===== config.mk =====
export PLATFORM = sky130hd
export DESIGN_NAME = frame_bank_scheduler
export DESIGN_NICKNAME = d
export VERILOG_FILES = /design/src/rtl/frame_bank_pkg.sv /design/src/rtl/frame_bank_pick.sv /design/src/rtl/frame_bank_scheduler.sv
export SDC_FILE = /design/constraint.sdc
export NUM_CORES = 1
export LEC_CHECK = 0
export CAP_MARGIN = 20
export CORE_MARGIN = 2
export CORE_UTILIZATION = 46
export DETAILED_ROUTE_END_ITERATION = 12
export PLACE_DENSITY = 0.93
export REMOVE_ABC_BUFFERS = 1
export SYNTH_ARGS = -nofsm -noshare
export SYNTH_HDL_FRONTEND = slang
export SYNTH_SLANG_ARGS = --single-unit
export TNS_END_PERCENT = 100

===== constraint.sdc =====
create_clock -name clk -period 5.3 [get_ports clk]
set_clock_uncertainty 0.1 [all_clocks]
set_input_delay 1.06 -clock clk [delete_from_list [all_inputs] [get_ports clk]]
set_output_delay 1.06 -clock clk [all_outputs]
set_load 0.02 [all_outputs]

===== src/rtl/frame_bank_pkg.sv =====
// Shared types for the triple-buffer frame bank scheduler: bank index and FSM states.
package frame_bank_pkg;

   localparam int NUM_BANKS = 3;
   localparam int BANK_W    = 2;

   typedef logic [BANK_W-1:0] bank_t;

   typedef enum logic [1:0] {
      ST_INIT,
      ST_ARM,
      ST_RUN
   } state_t;

endpackage


===== src/rtl/frame_bank_pick.sv =====
// Combinational pick of the lowest-numbered bank that is neither displayed nor
// holding a pending (valid) completed frame.
module frame_bank_pick
   import frame_bank_pkg::*;
(
   input  logic [BANK_W-1:0] excl_a,
   input  logic [BANK_W-1:0] excl_b,
   input  logic              excl_b_valid,
   output logic [BANK_W-1:0] free_bank
);

   // Descending scan so the lowest eligible index is the last one written.
   always_comb begin
      free_bank = '0;
      for (int i = NUM_BANKS - 1; i >= 0; i--) begin
         if ((bank_t'(i) != excl_a) && !(excl_b_valid && (bank_t'(i) == excl_b))) begin
            free_bank = bank_t'(i);
         end
      end
   end

endmodule


===== src/rtl/frame_bank_scheduler.sv =====
// Triple-buffer scheduler: hands the camera writer and VGA reader disjoint SDRAM
// frame banks, drives WR1/RD1 address/max/load and counts dropped/repeated frames.
module frame_bank_scheduler
   import frame_bank_pkg::*;
#(
   parameter int ADDR_W      = 23,
   parameter int BASE_ADDR   = 0,
   parameter int BANK_STRIDE = 524288,
   parameter int FRAME_WORDS = 307200,
   parameter int CNT_W       = 16
) (
   input  logic              clk,
   input  logic              rst_n,
   input  logic              init_busy,
   input  logic              wr_frame_pulse,
   input  logic              rd_frame_pulse,
   input  logic              freeze,
   output logic [ADDR_W-1:0] wr_addr,
   output logic [ADDR_W-1:0] wr_max_addr,
   output logic              wr_load,
   output logic [ADDR_W-1:0] rd_addr,
   output logic [ADDR_W-1:0] rd_max_addr,
   output logic              rd_load,
   output logic [BANK_W-1:0] wr_bank,
   output logic [BANK_W-1:0] rd_bank,
   output logic              ready_valid,
   output logic [CNT_W-1:0]  drop_cnt,
   output logic [CNT_W-1:0]  repeat_cnt
);

   localparam logic [ADDR_W-1:0] BASE_A   = ADDR_W'(BASE_ADDR);
   localparam logic [ADDR_W-1:0] STRIDE_A = ADDR_W'(BANK_STRIDE);
   localparam logic [ADDR_W-1:0] FRAME_A  = ADDR_W'(FRAME_WORDS);

   localparam bank_t RST_WR_BANK    = bank_t'(0);
   localparam bank_t RST_RD_BANK    = bank_t'(1);
   localparam bank_t RST_READY_BANK = bank_t'(2);

   function automatic logic [ADDR_W-1:0] bank_base(input logic [BANK_W-1:0] b);
      return BASE_A + ADDR_W'(b) * STRIDE_A;
   endfunction

   function automatic logic [CNT_W-1:0] sat_inc(input logic [CNT_W-1:0] v);
      return (v == {CNT_W{1'b1}}) ? v : v + CNT_W'(1);
   endfunction

   localparam logic [ADDR_W-1:0] RST_WR_ADDR = BASE_A;
   localparam logic [ADDR_W-1:0] RST_RD_ADDR = BASE_A + STRIDE_A;

   state_t              state_q, state_d;
   logic [BANK_W-1:0]   wr_bank_q, wr_bank_d;
   logic [BANK_W-1:0]   rd_bank_q, rd_bank_d;
   logic [BANK_W-1:0]   ready_bank_q, ready_bank_d;
   logic                ready_valid_q, ready_valid_d;
   logic [CNT_W-1:0]    drop_q, drop_d;
   logic [CNT_W-1:0]    repeat_q, repeat_d;
   logic                wr_pend_q, wr_pend_d;
   logic                rd_pend_q, rd_pend_d;
   logic                wr_load_q, wr_load_d;
   logic                rd_load_q, rd_load_d;
   logic [ADDR_W-1:0]   wr_addr_q, wr_addr_d;
   logic [ADDR_W-1:0]   wr_max_q, wr_max_d;
   logic [ADDR_W-1:0]   rd_addr_q, rd_addr_d;
   logic [ADDR_W-1:0]   rd_max_q, rd_max_d;
   logic                wr_take;
   logic [BANK_W-1:0]   pick_bank;

   // Write completion is applied before the read so a simultaneous read picks up
   // the frame that just finished; the pend flags delay each load by one cycle.
   always_comb begin
      state_d       = state_q;
      rd_bank_d     = rd_bank_q;
      ready_bank_d  = ready_bank_q;
      ready_valid_d = ready_valid_q;
      drop_d        = drop_q;
      repeat_d      = repeat_q;
      wr_pend_d     = 1'b0;
      rd_pend_d     = 1'b0;

      if (init_busy) begin
         state_d       = ST_INIT;
         rd_bank_d     = RST_RD_BANK;
         ready_bank_d  = RST_READY_BANK;
         ready_valid_d = 1'b0;
         drop_d        = '0;
         repeat_d      = '0;
      end else begin
         case (state_q)
            ST_INIT: state_d = ST_ARM;
            ST_ARM:  state_d = ST_RUN;
            ST_RUN: begin
               wr_pend_d = wr_frame_pulse;
               rd_pend_d = rd_frame_pulse;
               if (wr_frame_pulse) begin
                  if (ready_valid_q) begin
                     drop_d = sat_inc(drop_q);
                  end
                  ready_bank_d  = wr_bank_q;
                  ready_valid_d = 1'b1;
               end
               if (rd_frame_pulse) begin
                  if (ready_valid_d && !freeze) begin
                     rd_bank_d     = ready_bank_d;
                     ready_valid_d = 1'b0;
                  end else begin
                     repeat_d = sat_inc(repeat_q);
                  end
               end
            end
            default: state_d = ST_INIT;
         endcase
      end

      wr_load_d = (state_d == ST_INIT) || wr_pend_q;
      rd_load_d = (state_d == ST_INIT) || rd_pend_q;
   end

   assign wr_take = !init_busy && (state_q == ST_RUN) && wr_frame_pulse;

   frame_bank_pick u_pick (
      .excl_a       (rd_bank_d),
      .excl_b       (ready_bank_d),
      .excl_b_valid (ready_valid_d),
      .free_bank    (pick_bank)
   );

   always_comb begin
      wr_bank_d = wr_bank_q;
      if (init_busy) begin
         wr_bank_d = RST_WR_BANK;
      end else if (wr_take) begin
         wr_bank_d = pick_bank;
      end
   end

   assign wr_addr_d = bank_base(wr_bank_d);
   assign wr_max_d  = wr_addr_d + FRAME_A;
   assign rd_addr_d = bank_base(rd_bank_d);
   assign rd_max_d  = rd_addr_d + FRAME_A;

   always_ff @(posedge clk or negedge rst_n) begin
      if (!rst_n) begin
         state_q       <= ST_INIT;
         wr_bank_q     <= RST_WR_BANK;
         rd_bank_q     <= RST_RD_BANK;
         ready_bank_q  <= RST_READY_BANK;
         ready_valid_q <= 1'b0;
         drop_q        <= '0;
         repeat_q      <= '0;
         wr_pend_q     <= 1'b0;
         rd_pend_q     <= 1'b0;
         wr_load_q     <= 1'b1;
         rd_load_q     <= 1'b1;
         wr_addr_q     <= RST_WR_ADDR;
         wr_max_q      <= RST_WR_ADDR + FRAME_A;
         rd_addr_q     <= RST_RD_ADDR;
         rd_max_q      <= RST_RD_ADDR + FRAME_A;
      end else begin
         state_q       <= state_d;
         wr_bank_q     <= wr_bank_d;
         rd_bank_q     <= rd_bank_d;
         ready_bank_q  <= ready_bank_d;
         ready_valid_q <= ready_valid_d;
         drop_q        <= drop_d;
         repeat_q      <= repeat_d;
         wr_pend_q     <= wr_pend_d;
         rd_pend_q     <= rd_pend_d;
         wr_load_q     <= wr_load_d;
         rd_load_q     <= rd_load_d;
         wr_addr_q     <= wr_addr_d;
         wr_max_q      <= wr_max_d;
         rd_addr_q     <= rd_addr_d;
         rd_max_q      <= rd_max_d;
      end
   end

   assign wr_addr     = wr_addr_q;
   assign wr_max_addr = wr_max_q;
   assign wr_load     = wr_load_q;
   assign rd_addr     = rd_addr_q;
   assign rd_max_addr = rd_max_q;
   assign rd_load     = rd_load_q;
   assign wr_bank     = wr_bank_q;
   assign rd_bank     = rd_bank_q;
   assign ready_valid = ready_valid_q;
   assign drop_cnt    = drop_q;
   assign repeat_cnt  = repeat_q;

endmodule


==> results by group <==
Status
  • Outcome: completed

Global routing
  • Global-route wire length before repair: 9390 um
  • Vias in the first global route: 2,074
  • Tot GR Track Use: 15.53%
  • Largest net degree at the start of global routing: 46
  • GRT Residual Overflow: 0
  • Initial antenna violation count: 0

Layout
  • Antenna cells: 0
  • # fillers: 593
  • Share of cells above drive strength 1: 5.512%
  • Most common cell after layout, fill and taps aside: conb_1
  • Commonest non-fill, non-tap cells in the layout: conb_1, clkdlybuf4s50_1, nor2_1, dfrtp_1, xnor2_1
  • Layout area overhead: 9.675%
  • Layout Nets: 390
  • Layout Utilization: 52.19%

Clock tree
  • CTS buffer count: 5
  • Clk sinks: 45
  • Clock Tree Root: clkbuf_8
  • CTS Hold Bufs: 0
  • Worst skew pair latency: 0.28 ns
  • Post-CTS sizing: 0
  • Htree depth: 2
  • Clk pin slew, worst setup/hold paths: 0.08 ns
  • TritonCTS clock tree: yes
  • Post-CTS Setup Bufs: 0
  • Clk buf depth: 2

Critical path
  • Crit-path slowest cell: clkdlybuf4s50_1
  • Cell chain of the critical path: clkdlybuf4s50_1 > nand3_1 > nor3_1 > a21boi_0 > and4_1 > mux2_2
  • Crit path max fanout: 12
  • Startpoint types: input pin
  • Data required, critical path: 5.37 ns
  • Crit path capture type: flop
  • CP Class: input pin to flop
  • Worst EP arrival: 3.35 ns
  • Max incr delay on CP: 0.70 ns

Power
  • Total Power: 713.0 uW
  • P per Cell Area: 213.9 nW/um2
  • Leak Pwr: 0.001428 uW
  • VDD IR max: 103.4 uV

STA
  • Fmax: 305.2 MHz
  • Setup TNS: 0 ns
  • Measured slew at the worst slew-check pin: 0.9596 ns
  • Final period utilization: 61.81%
  • Setup Viol. Count Final: 0
  • RSZ-0062 raised after global routing: false
  • Final hold slack: 0.3380 ns
  • Period minus WS final: 3.276 ns
  • Final Hold Vio Count: 0
  • Max-slew headroom: 36.02%
  • Max-slew violations: 0

Die
  • Core Region: 6386 um2
  • Num rows: 29
  • Die ar.: 7273 um2
  • Chip height: 85.28 um
  • Die Width: 85.28 um
  • Starting Density: 47.59%
  • Ports: 137

Drt
  • Met1 WL: 2235 um
  • Top routing layer used: met4
  • Drt initial violations: 79
  • Vias: 2,200
  • Met3 wire len: 334 um
  • Antenna Nets Post-Route: 0
  • DRC errors left: 0
  • Met2 wire len: 2998 um
  • Initial DRT Pass Iterations: 4
  • Via density: 4.803
  • Drt total wl: 5610 um
  • Wire per inst: 12.25 um

Logic synthesis
  • Post-Syn Area: 3039 um2
  • Synthesis-stage register bit count: 45
  • Synth top area share: 33.76%
  • Area leader, netlist: dfrtp_1
  • Dominant cells by area after synthesis: dfrtp_1, buf_4, xnor2_1
  • Sequential area share after synthesis: 37.22%
  • Post-synth EDFFs: 0
  • Asr flop ratio synth: 100.0%
  • Post-Syn Area per Cell: 8.992 um2
  • Library cells used by synthesis: 45
  • Predominant post-synthesis flop cell: dfrtp_1
  • Synth warn: 0
  • Post-Synthesis Cells: 338

Placement
  • DP Wirelength: 4236 um
  • Final Wtd Congestion: 0.8365
  • IO buf count: 52

Min path
  • Hold Crit Class: flop to flop

Job
  • Max Cap Viol: 0
==> per-layer routing <==
metal	vias up	track usage, %
met5	-	0
met4	0	5.483
met3	4	3.016
met2	100	27.20
met1	1056	19.00
li1	1040	-
==> synth_stat cells (5+ instances only) <==
cell type	number
inv_1	8
dfrtp_1	41
a21oi_1	10
a211oi_1	5
clkbuf_1	5
nor3_1	15
nor2_1	42
nand4_1	5
nand2_1	13
nand3_1	11
mux2i_1	7
xnor2_1	24
nor2b_1	5
buf_4	93
==> worst max-delay path: cells and delay by family <==
kind / cells / cell delay [ns]
and+or+nand+nor: 3 / 0.87
buffers and inverters: 1 / 0.70
AOI/OAI and AO/OA: 1 / 0.38
muxes: 1 / 0.33
==> area by class of cell <==
class	count	area (um2)	area share, %
multi-input combinational	266	1455	43.66
sequential	45	1131	33.93
timing repair buffer	54	530.5	15.92
tap	77	96.34	2.890
clock buffer	8	90.09	2.703
inverter	8	30.03	0.9009
==> kinds of logic (layout without fill, tap and decap cells) <==
family,Yosys count,after routing,synth area share [%]
simple gates,116,116,19.47
buf+inv,109,70,25.03
flops,45,45,37.22
compound gates,29,29,6.506
xor+xnor,25,25,7.205
mux,8,8,2.676
fa+ha+maj,4,4,1.647
other cells,2,84,0.2471
==> registers in the layout (all words and copies together) (netlist names) <==
| signal | flops |
|---|---|
| drop_cnt | 16 |
| repeat_cnt | 16 |
| rd_addr | 2 |
| ready_bank_q | 2 |
| state_q | 2 |
| wr_addr | 2 |
| rd_load | 1 |
| rd_pend_q | 1 |
| ready_valid | 1 |
| wr_load | 1 |
| wr_pend_q | 1 |
==> final timing paths <==
check | slack (ns) | endpoint | start | cells past startpoint
max | 2.02 | drop_cnt[10]$_DFFE_PN0P_ | wr_frame_pulse | 6
min | 0.34 | wr_load$_DFF_PN1_ | wr_pend_q$_DFF_PN0_ | 1
max reg2reg | 2.83 | drop_cnt[10]$_DFFE_PN0P_ | state_q[0]$_DFF_PN0_ | 7
min reg2reg | 0.34 | wr_load$_DFF_PN1_ | wr_pend_q$_DFF_PN0_ | 1
max in group asynchronous | 3.69 | drop_cnt[2]$_DFFE_PN0P_ | rst_n | 1
min in group asynchronous | 0.83 | repeat_cnt[14]$_DFFE_PN0P_ | rst_n | 1
==> where the power goes <==
| part | internal (uW) | switching [uW] |
|---|---|---|
| Clock | 106 | 103 |
| Sequential | 358 | 7.66 |
| Combinational | 35.6 | 102 |
==> metrics by stage <==
stage / std cells / cell area, um2 / setup slack (ns)
3_3_place_gp: 450 / 3243 / 1.808
6_report: 458 / 3333 / 2.024
2_1_floorplan: 319 / 2616 / 2.768
3_5_place_dp: 450 / 3243 / 1.750
5_1_grt: 458 / 3333 / 1.798
4_1_cts: 458 / 3333 / 2.045
Power figures use the tool's default switching activity.
